===== src/rtl/shift_seq_pkg.sv =====
// Shared types and default sizing for the shift sequencer and its datapath.
package shift_seq_pkg;

    // Default shift register width and shift-count field width.
    localparam int DEF_WIDTH = 4;
    localparam int DEF_CNT_W = 3;

    // Sequencer states: waiting for start, shifting, one-cycle completion.
    typedef enum logic [1:0] {
        IDLE  = 2'd0,
        SHIFT = 2'd1,
        DONE  = 2'd2
    } state_t;

endpackage : shift_seq_pkg


===== src/rtl/shift_reg_core.sv =====
// Shift register datapath: parallel load, one left shift per enabled edge,
// synchronous clear. The bit entering at the LSB comes from the fill input,
// so the controller decides between logical shift and rotate.
module shift_reg_core
    import shift_seq_pkg::*;
#(
    parameter int WIDTH = DEF_WIDTH
) (
    input  logic             clk,
    input  logic             rst_n,
    input  logic             load,
    input  logic             shift,
    input  logic             clear,
    input  logic             fill,
    input  logic [WIDTH-1:0] din,
    output logic [WIDTH-1:0] q,
    output logic             sout
);

    // Register update: clear beats load, load beats shift, otherwise hold.
    // NOTE: sequential state uses non-blocking (<=) so every register samples
    // pre-edge values; blocking here would let q feed its own update in-cycle.
    // NOTE: q is a handful of flops, not a memory array, so it is cheap and
    // correct to reset it; reset makes q/sout defined before the first load.
    always_ff @(posedge clk or negedge rst_n) begin
        if (!rst_n) begin
            q    <= '0;
            sout <= 1'b0;
        end else if (clear) begin
            q    <= '0;
            sout <= 1'b0;
        end else if (load) begin
            q    <= din;
            sout <= 1'b0;
        end else if (shift) begin
            sout <= q[WIDTH-1];
            q    <= {q[WIDTH-2:0], fill};
        end
    end

endmodule : shift_reg_core


===== src/rtl/shift_seq_ctrl.sv =====
// Shift sequencer: loads a word on start, performs n_shift left shifts, then
// pulses done for one cycle. clr aborts from any state without a done pulse.
// Build option: define SHIFT_SEQ_ROTATE_EN to rotate (MSB re-enters at LSB)
// instead of shifting in zeros; ports, timing and sout are unaffected.
module shift_seq_ctrl
    import shift_seq_pkg::*;
#(
    parameter int WIDTH = DEF_WIDTH,
    parameter int CNT_W = DEF_CNT_W
) (
    input  logic             clk,
    input  logic             rst_n,
    input  logic             start,
    input  logic [WIDTH-1:0] din,
    input  logic [CNT_W-1:0] n_shift,
    input  logic             clr,
    output logic [WIDTH-1:0] q,
    output logic             sout,
    output logic             busy,
    output logic             done
);

    state_t           state;
    state_t           next_state;
    logic [CNT_W-1:0] cnt;
    logic [CNT_W-1:0] next_cnt;
    logic             load;
    logic             shift;
    logic             clear;
    logic             fill;

    // State and remaining-shift counter registers.
    always_ff @(posedge clk or negedge rst_n) begin
        if (!rst_n) begin
            state <= IDLE;
            cnt   <= '0;
        end else begin
            state <= next_state;
            cnt   <= next_cnt;
        end
    end

    // Next-state, counter and datapath-control decode; clr overrides all.
    // NOTE: every output of this block gets a default first so no path
    // leaves a signal unassigned, which would infer a latch.
    always_comb begin
        next_state = state;
        next_cnt   = cnt;
        load       = 1'b0;
        shift      = 1'b0;
        clear      = 1'b0;
        if (clr) begin
            next_state = IDLE;
            next_cnt   = '0;
            clear      = 1'b1;
        end else begin
            unique case (state)
                IDLE: begin
                    if (start) begin
                        load       = 1'b1;
                        next_cnt   = n_shift;
                        next_state = (n_shift == '0) ? DONE : SHIFT;
                    end
                end
                SHIFT: begin
                    shift    = 1'b1;
                    next_cnt = cnt - CNT_W'(1);
                    if (cnt == CNT_W'(1)) begin
                        next_state = DONE;
                    end
                end
                DONE: begin
                    next_state = IDLE;
                end
                default: begin
                    next_state = IDLE;
                end
            endcase
        end
    end

    // Status is decoded straight from the registered state: glitch-free.
    assign busy = (state == SHIFT);
    assign done = (state == DONE);

    // Bit entering the LSB on each shift.
`ifdef SHIFT_SEQ_ROTATE_EN
    assign fill = q[WIDTH-1];
`else
    assign fill = 1'b0;
`endif

    shift_reg_core #(
        .WIDTH (WIDTH)
    ) u_core (
        .clk   (clk),
        .rst_n (rst_n),
        .load  (load),
        .shift (shift),
        .clear (clear),
        .fill  (fill),
        .din   (din),
        .q     (q),
        .sout  (sout)
    );

endmodule : shift_seq_ctrl


===== config.mk =====
export PLATFORM = sky130hd
export DESIGN_NAME = shift_seq_ctrl
export DESIGN_NICKNAME = d
export VERILOG_FILES = /design/src/rtl/shift_seq_pkg.sv /design/src/rtl/shift_reg_core.sv /design/src/rtl/shift_seq_ctrl.sv
export SDC_FILE = /design/constraint.sdc
export NUM_CORES = 1
export LEC_CHECK = 0
export BUFFER_PORTS_ARGS = -buffer_cell sky130_fd_sc_hd__buf_4
export CORE_AREA = 2 2 39 41
export CTS_BUF_LIST = sky130_fd_sc_hd__clkbuf_8
export DETAILED_ROUTE_END_ITERATION = 7
export DIE_AREA = 0 0 41 43
export PLACE_DENSITY_LB_ADDON = 0.08
export SKIP_CTS_REPAIR_TIMING = 1
export SLEW_MARGIN = 20
export SYNTH_ARGS = -nofsm -noshare
export SYNTH_HDL_FRONTEND = slang
export SYNTH_SLANG_ARGS = --single-unit

===== constraint.sdc =====
create_clock -name clk -period 1.5 [get_ports clk]
set_clock_uncertainty 0.15 [all_clocks]
set_input_delay 0.225 -clock clk [delete_from_list [all_inputs] [get_ports clk]]
set_output_delay 0.225 -clock clk [all_outputs]
set_load 0.01 [all_outputs]

==> impl_metrics.toml, run 1 <==
[run_status]
run_status = "complete, no violations"

[floorplanning]
core_area_um2 = 1384
dieWidth_um = 41
initial_utilization_pct = 41.86
design.die.area_um2 = 1763
ioPinCount = 18
row_count = 14
chipHeight_um = 43

[clock_tree]
clock-root-buffer = "sky130_fd_sc_hd__clkbuf_8"
tritoncts = "yes"
maximum_number_of_buffers_from_clock_root_to_sink = 2
numCtsBuffers = 3
clock_sinks = 10
worstSkewPairLatency_ps = 230
htreeDepth = 1
clk_pin_slew_ps = 50

[synth]
synth.avg_cell_area_um2 = 10.34
synthesis.nets = 69
synth-seq-cells = 10
synth_top_cells_by_area = "sky130_fd_sc_hd__dfrtp_1 43%, sky130_fd_sc_hd__a221o_1 5.2%, sky130_fd_sc_hd__inv_1 4.5%"
synth.lib_cells_used.distinct = 26
synth_area_leader_cell = "sky130_fd_sc_hd__dfrtp_1"
syn-cell-area_um2 = 579.3
ys.warnings.count = 0
ys_seq_area_share_pct = 43.20
synthCells = 56
yosysTopAreaCellShare_pct = 43.20

[place]
dpl_cell_area_um2 = 725.7
gp_congestion = 0.7129
dp_hpwl_um = 959.1
placement.io_buffers = 17

[power]
vdd_drop_max_mv = 0.5405
comb_power_share_pct = 26.0
swShare_pct = 25.90
finalPower_mw = 0.7869
power.net_switching_mw = 0.2038
power-per-cell-area_nw_per_um2 = 927.6
cellInternalPower_mw = 0.5831
clkPwrFrac_pct = 34.0
leakagePower_nw = 0.4207
power_frac_seq_pct = 40.0

[critical_path]
cp_data_arrival_time_ps = 1120
criticalPathCategory = "flop to primary output"
r2r.worst_path.cells = 3
critical_path.endpoint_type = "primary output"
crit_fanout = 8
critical_path_required_ps = 1120
critPathLaunchType = "flop"

[routing]
firstDrtPassIters = 4
wirelength_um = 1277
routed_wire_length_per_instance_um = 12.90
vias_per_cell = 5.141
vias = 509
drt_iter0_drc = 12
drc_errors = 0
final_antenna_net_count = 0

[grt]
grt_max_degree = 11
grt.overflow.total = 0
number_of_global_route_vias_before_repair = 460
gr-usage-all-layers_pct = 16.90
antenna_violations_before_repair = 0
grt_pass1_wl_um = 1938

[timing]
fmax_ghz = 0.6699
report.final.hold_viol_count = 0
setup_viol = 0
max_slew.worst_pin.slew_ps = 282.3
final_period_minus_worst_setup_slack_ps = 1493
grt_setup_unrepaired = "true"
number_of_pins_with_negative_max_slew_slack_in_the_final_report = 0
hold_slack_ps = 66.09
portion_of_the_clock_cycle_consumed_by_the_worst_path_in_the_final_layout_pct = 99.52
relSlewSlack_pct = 80.98

[cells_and_area]
area_delta_synth_final_pct = 46.44
drive_gt1_share_pct = 43.37
fin_area_um2 = 848.3
fillers = 124
num-nets-final = 98
number_of_antenna_cells_inserted = 0

[run]
max_cap_viol_count = 0

[worst_hold_path]
hold_path.class = "primary input to flop"
hold-path-cell-count = 2
[cells by family after synthesis]
family,share of synthesized area (%)
flip-flops,43.20
AO/OA/AOI/OAI,24.41
multiplexers,1.728
AND/OR/NAND/NOR,19.01
adder cells (fa/ha/maj),4.319
buffers and inverters,7.343
[metrics by stage]
step	util (%)	setup WS, ps	TNS, ps	cells
detailed placement	52.44	104.6	0	89
floorplan	-	143.6	0	56
global placement	52.44	104.8	0	89
CTS	55.43	-114.4	-213.9	92
finish	61.30	7.209	0	99
global route	61.30	-31.79	-53.74	99
[placed cells by master, fill, tap and decap left out]
| master | count |
|---|---|
| sky130_fd_sc_hd__a21boi_0 | 1 |
| sky130_fd_sc_hd__a21oi_1 | 4 |
| sky130_fd_sc_hd__a221o_1 | 3 |
| sky130_fd_sc_hd__a22o_1 | 2 |
| sky130_fd_sc_hd__a32oi_1 | 1 |
| sky130_fd_sc_hd__and2_1 | 3 |
| sky130_fd_sc_hd__and2b_1 | 2 |
| sky130_fd_sc_hd__buf_4 | 22 |
| sky130_fd_sc_hd__buf_6 | 3 |
| sky130_fd_sc_hd__clkbuf_8 | 3 |
| sky130_fd_sc_hd__dfrtp_1 | 8 |
| sky130_fd_sc_hd__dfrtp_2 | 2 |
| sky130_fd_sc_hd__dlygate4sd3_1 | 1 |
| sky130_fd_sc_hd__ha_1 | 2 |
| sky130_fd_sc_hd__inv_1 | 6 |
| sky130_fd_sc_hd__inv_2 | 1 |
| sky130_fd_sc_hd__mux2i_1 | 1 |
| sky130_fd_sc_hd__nand2b_1 | 1 |
| sky130_fd_sc_hd__nor2_1 | 2 |
| sky130_fd_sc_hd__nor2_2 | 2 |
| sky130_fd_sc_hd__nor3_1 | 2 |
| sky130_fd_sc_hd__nor3b_1 | 1 |
| sky130_fd_sc_hd__nor4b_4 | 1 |
| sky130_fd_sc_hd__nor4bb_1 | 1 |
| sky130_fd_sc_hd__o21a_4 | 1 |
| sky130_fd_sc_hd__o21ai_0 | 3 |
| sky130_fd_sc_hd__o2bb2ai_1 | 1 |
| sky130_fd_sc_hd__o311a_1 | 1 |
| sky130_fd_sc_hd__o32ai_1 | 1 |
| sky130_fd_sc_hd__or2b_4 | 1 |
[registers in the layout (all words and copies together), names as in the netlist]
signal,count
u_core.sout,1
cnt,3
u_core.q,4
state,2
[per-layer routing]
metal	track usage, %	vias up	part of all wire (%)
li1	-	257	-
met1	21.21	235	47
met2	24.69	15	47
met3	7.853	2	4.8
met4	6.000	0	0.47
met5	0	-	0
[synthesized netlist by cell type]
cell and count:
sky130_fd_sc_hd__o21a_4 1, sky130_fd_sc_hd__a21boi_0 1, sky130_fd_sc_hd__nor2_2 2, sky130_fd_sc_hd__a32oi_1 1, sky130_fd_sc_hd__a22o_1 2, sky130_fd_sc_hd__buf_2 1, sky130_fd_sc_hd__dfrtp_1 10, sky130_fd_sc_hd__or2b_1 1
sky130_fd_sc_hd__nand2b_1 1, sky130_fd_sc_hd__o2bb2ai_1 1, sky130_fd_sc_hd__nor4bb_1 1, sky130_fd_sc_hd__and2_1 3, sky130_fd_sc_hd__a21oi_1 4, sky130_fd_sc_hd__mux2i_1 1, sky130_fd_sc_hd__a221o_1 3, sky130_fd_sc_hd__nor3_1 2
sky130_fd_sc_hd__o21ai_0 3, sky130_fd_sc_hd__inv_1 7, sky130_fd_sc_hd__nor4b_2 1, sky130_fd_sc_hd__ha_1 2, sky130_fd_sc_hd__buf_6 1, sky130_fd_sc_hd__o311a_1 1, sky130_fd_sc_hd__nor2_1 2, sky130_fd_sc_hd__o32ai_1 1
sky130_fd_sc_hd__and2b_1 2, sky130_fd_sc_hd__nor3b_1 1
[final cells by class]
cell class | count | area [µm²] | share of cell area, %
clock buffers | 3 | 41.29 | 4.867
well taps | 16 | 20.02 | 2.360
repair buffers | 26 | 209.0 | 24.63
inverters | 7 | 26.28 | 3.097
flip-flops and latches | 10 | 252.7 | 29.79
multi-input cells | 37 | 299.0 | 35.25
[power by group through the flow]
| stage | Clock [mW] | Combinational, mW | Sequential (mW) |
|---|---|---|---|
| 2_1_floorplan | 0 | 0.100 | 0.315 |
| 3_3_place_gp | 0 | 0.167 | 0.318 |
| 3_5_place_dp | 0 | 0.169 | 0.318 |
| 6_report | 0.268 | 0.204 | 0.314 |
| 4_1_cts | 0.275 | 0.169 | 0.314 |
| 5_1_grt | 0.287 | 0.224 | 0.318 |
[path summary, 6_finish.rpt]
kind | from | endpoint | slack (ps)
setup / recovery | state[0] | busy | 7
min in group asynchronous | rst_n | state[1] | 210
hold reg to reg | cnt[1] | cnt[1] | 340
setup reg to reg | state[1] | u_core.q[1] | 70
max in group asynchronous | rst_n | state[0] | 830
hold / removal | clr | state[1] | 70
[critical path: stages (launching register included)]
cell and delay (ps):
sky130_fd_sc_hd__dfrtp_2 430, sky130_fd_sc_hd__or2b_4 320, sky130_fd_sc_hd__inv_2 60, sky130_fd_sc_hd__buf_6 90
Note: power is estimated with default switching activity, not from simulation.
==> run 2, diff against run 1 <==
CAP_MARGIN = 20   (was not set)
REMOVE_ABC_BUFFERS = 1   (was not set)
==> run 2 against run 1 <==
Non-clock buffer count is 3 lower. Combinational power fell by 5%. Die area is the same. Sequential cell count did not move. Utilization fell by 1.4 points. Largest cell class unchanged.
==> impl_metrics.toml, run 2 (synthesis results as in run 1) <==
[run_status]
run_status = "complete, no violations"

[critical_path]
critPathBufInv = 2
criticalPathCategory = "flop to primary output"
critical_path.endpoint_type = "primary output"
crit_cells = 3
critPathLaunchType = "flop"
crit_fanout = 7
max_stage_delay_ps = 450
worst_path_dominant_cell_family = "flip-flops"
cp_data_arrival_time_ps = 1110
crit_slowest_cell = "sky130_fd_sc_hd__dfrtp_2"
critical_path_required_ps = 1120
worstPathCellList = "buf_6, and2b_1, buf_4"
r2r.worst_path.cells = 4

[clock_tree]
tritoncts = "yes"
numCtsBuffers = 3
worstSkewPairLatency_ps = 230
maximum_number_of_buffers_from_clock_root_to_sink = 2
htreeDepth = 1
clock_sinks = 10
clock-root-buffer = "sky130_fd_sc_hd__clkbuf_8"
clk_pin_slew_ps = 50

[place]
gp_congestion = 0.8238
pre_cts_ws_ps = 116.8
placement.io_buffers = 17
dp_hpwl_um = 926.6

[floorplanning]
core_area_um2 = 1384
design.die.area_um2 = 1763
ioPinCount = 18
initial_utilization_pct = 41.86
chipHeight_um = 43
dieWidth_um = 41
row_count = 14

[cells_and_area]
final_cell_mix = "19 x sky130_fd_sc_hd__buf_4, 9 x sky130_fd_sc_hd__dfrtp_1, 6 x sky130_fd_sc_hd__inv_1"
largest-register = "u_core.q"
drive_gt1_share_pct = 40.74
layout_top_registers = "u_core.q x4, cnt x3, state x2"
area_delta_synth_final_pct = 43.20
final_common_cell = "sky130_fd_sc_hd__buf_4"
num-nets-final = 95
number_of_antenna_cells_inserted = 0
largest_reg_flops = 4

[timing]
number_of_pins_with_negative_max_slew_slack_in_the_final_report = 0
report.final.hold_viol_count = 0
portion_of_the_clock_cycle_consumed_by_the_worst_path_in_the_final_layout_pct = 99.11
final_period_minus_worst_setup_slack_ps = 1487
post-route-worst-setup-slack_ps = 13.28
relSlewSlack_pct = 74.62
max_slew.worst_pin.slew_ps = 379.8
fmax_ghz = 0.6726
grt_setup_unrepaired = "true"
setup_viol = 0

[power]
comb_power_share_pct = 22.9
power-per-cell-area_nw_per_um2 = 1017
power.net_switching_mw = 0.2125
power_frac_seq_pct = 37.2
swShare_pct = 25.19
finalPower_mw = 0.8436
leakagePower_nw = 0.4072
clkPwrFrac_pct = 39.9
cellInternalPower_mw = 0.6311
vdd_drop_max_mv = 0.7658

[grt]
grt_max_degree = 11
grt.overflow.total = 0
gr-usage-all-layers_pct = 16.13
antenna_violations_before_repair = 0
number_of_global_route_vias_before_repair = 455
grt_pass1_wl_um = 1925

[routing]
wirelength_um = 1252
firstDrtPassIters = 4
vias_per_cell = 5.289
final_antenna_net_count = 0
vias = 513
drc_errors = 0
routed_wire_length_per_instance_um = 12.91
drt_iter0_drc = 5

[worst_hold_path]
hold-path-cell-count = 2
hold_path.class = "primary input to flop"

[run]
max_cap_viol_count = 0
==> run 2: worst paths after layout <==
check,from,end,slack [ps]
min reg2reg,cnt[1],cnt[1],350
max reg2reg,state[0],u_core.q[3],100
min in group asynchronous,rst_n,cnt[2],210
min,clr,state[1],60
max,state[0],done,10
max in group asynchronous,rst_n,state[0],830
==> run 2: per-layer routing <==
metal  up-vias  track usage (%)  share of wire, %
li1        253                -                 -
met1       246            23.92                46
met2        14            22.50                49
met3         0            4.712               4.5
met4         0            4.000                 0
met5         -                0                 0
==> run 2: power groups by stage <==
stage | registers [mW] | clock network (mW) | logic [mW]
floorplan | 0.321 | 0 | 0.0864
global placement | 0.317 | 0 | 0.169
detailed placement | 0.317 | 0 | 0.169
CTS | 0.313 | 0.343 | 0.170
global route | 0.316 | 0.358 | 0.214
finish | 0.314 | 0.337 | 0.193
==> run 2: layout make-up <==
cell class                      instances  area, µm²
Sequential cell                        10      251.5
Clock buffer                            4      55.05
Tap cell                               16      20.02
Multi-Input combinational cell         37      290.3
Inverter                                7      26.28
Timing Repair Buffer                   23      186.4
Fill cell                             118      554.3
==> run 2: worst register-to-register path: cells and delay by family, from the launching register on <==
kind                   cells  cell delay [ps]
and+or+nand+nor            2              460
DFF                        1              430
buffers and inverters      1              140
AOI/OAI and AO/OA          1              170
==> run 2: metrics by stage <==
stage          util (%)  hold slack, ps  area [µm²]  setup TNS [ps]  cells
6_report          59.95           57.86       829.5               0     97
5_1_grt           59.95           67.87       829.5          -30.12     97
4_1_cts           56.42          -341.2       780.7          -146.9     93
3_5_place_dp      52.44          -88.64       725.7               0     89
3_3_place_gp      52.44          -90.90       725.7               0     89
2_1_floorplan         -          -220.6       563.0               0     54
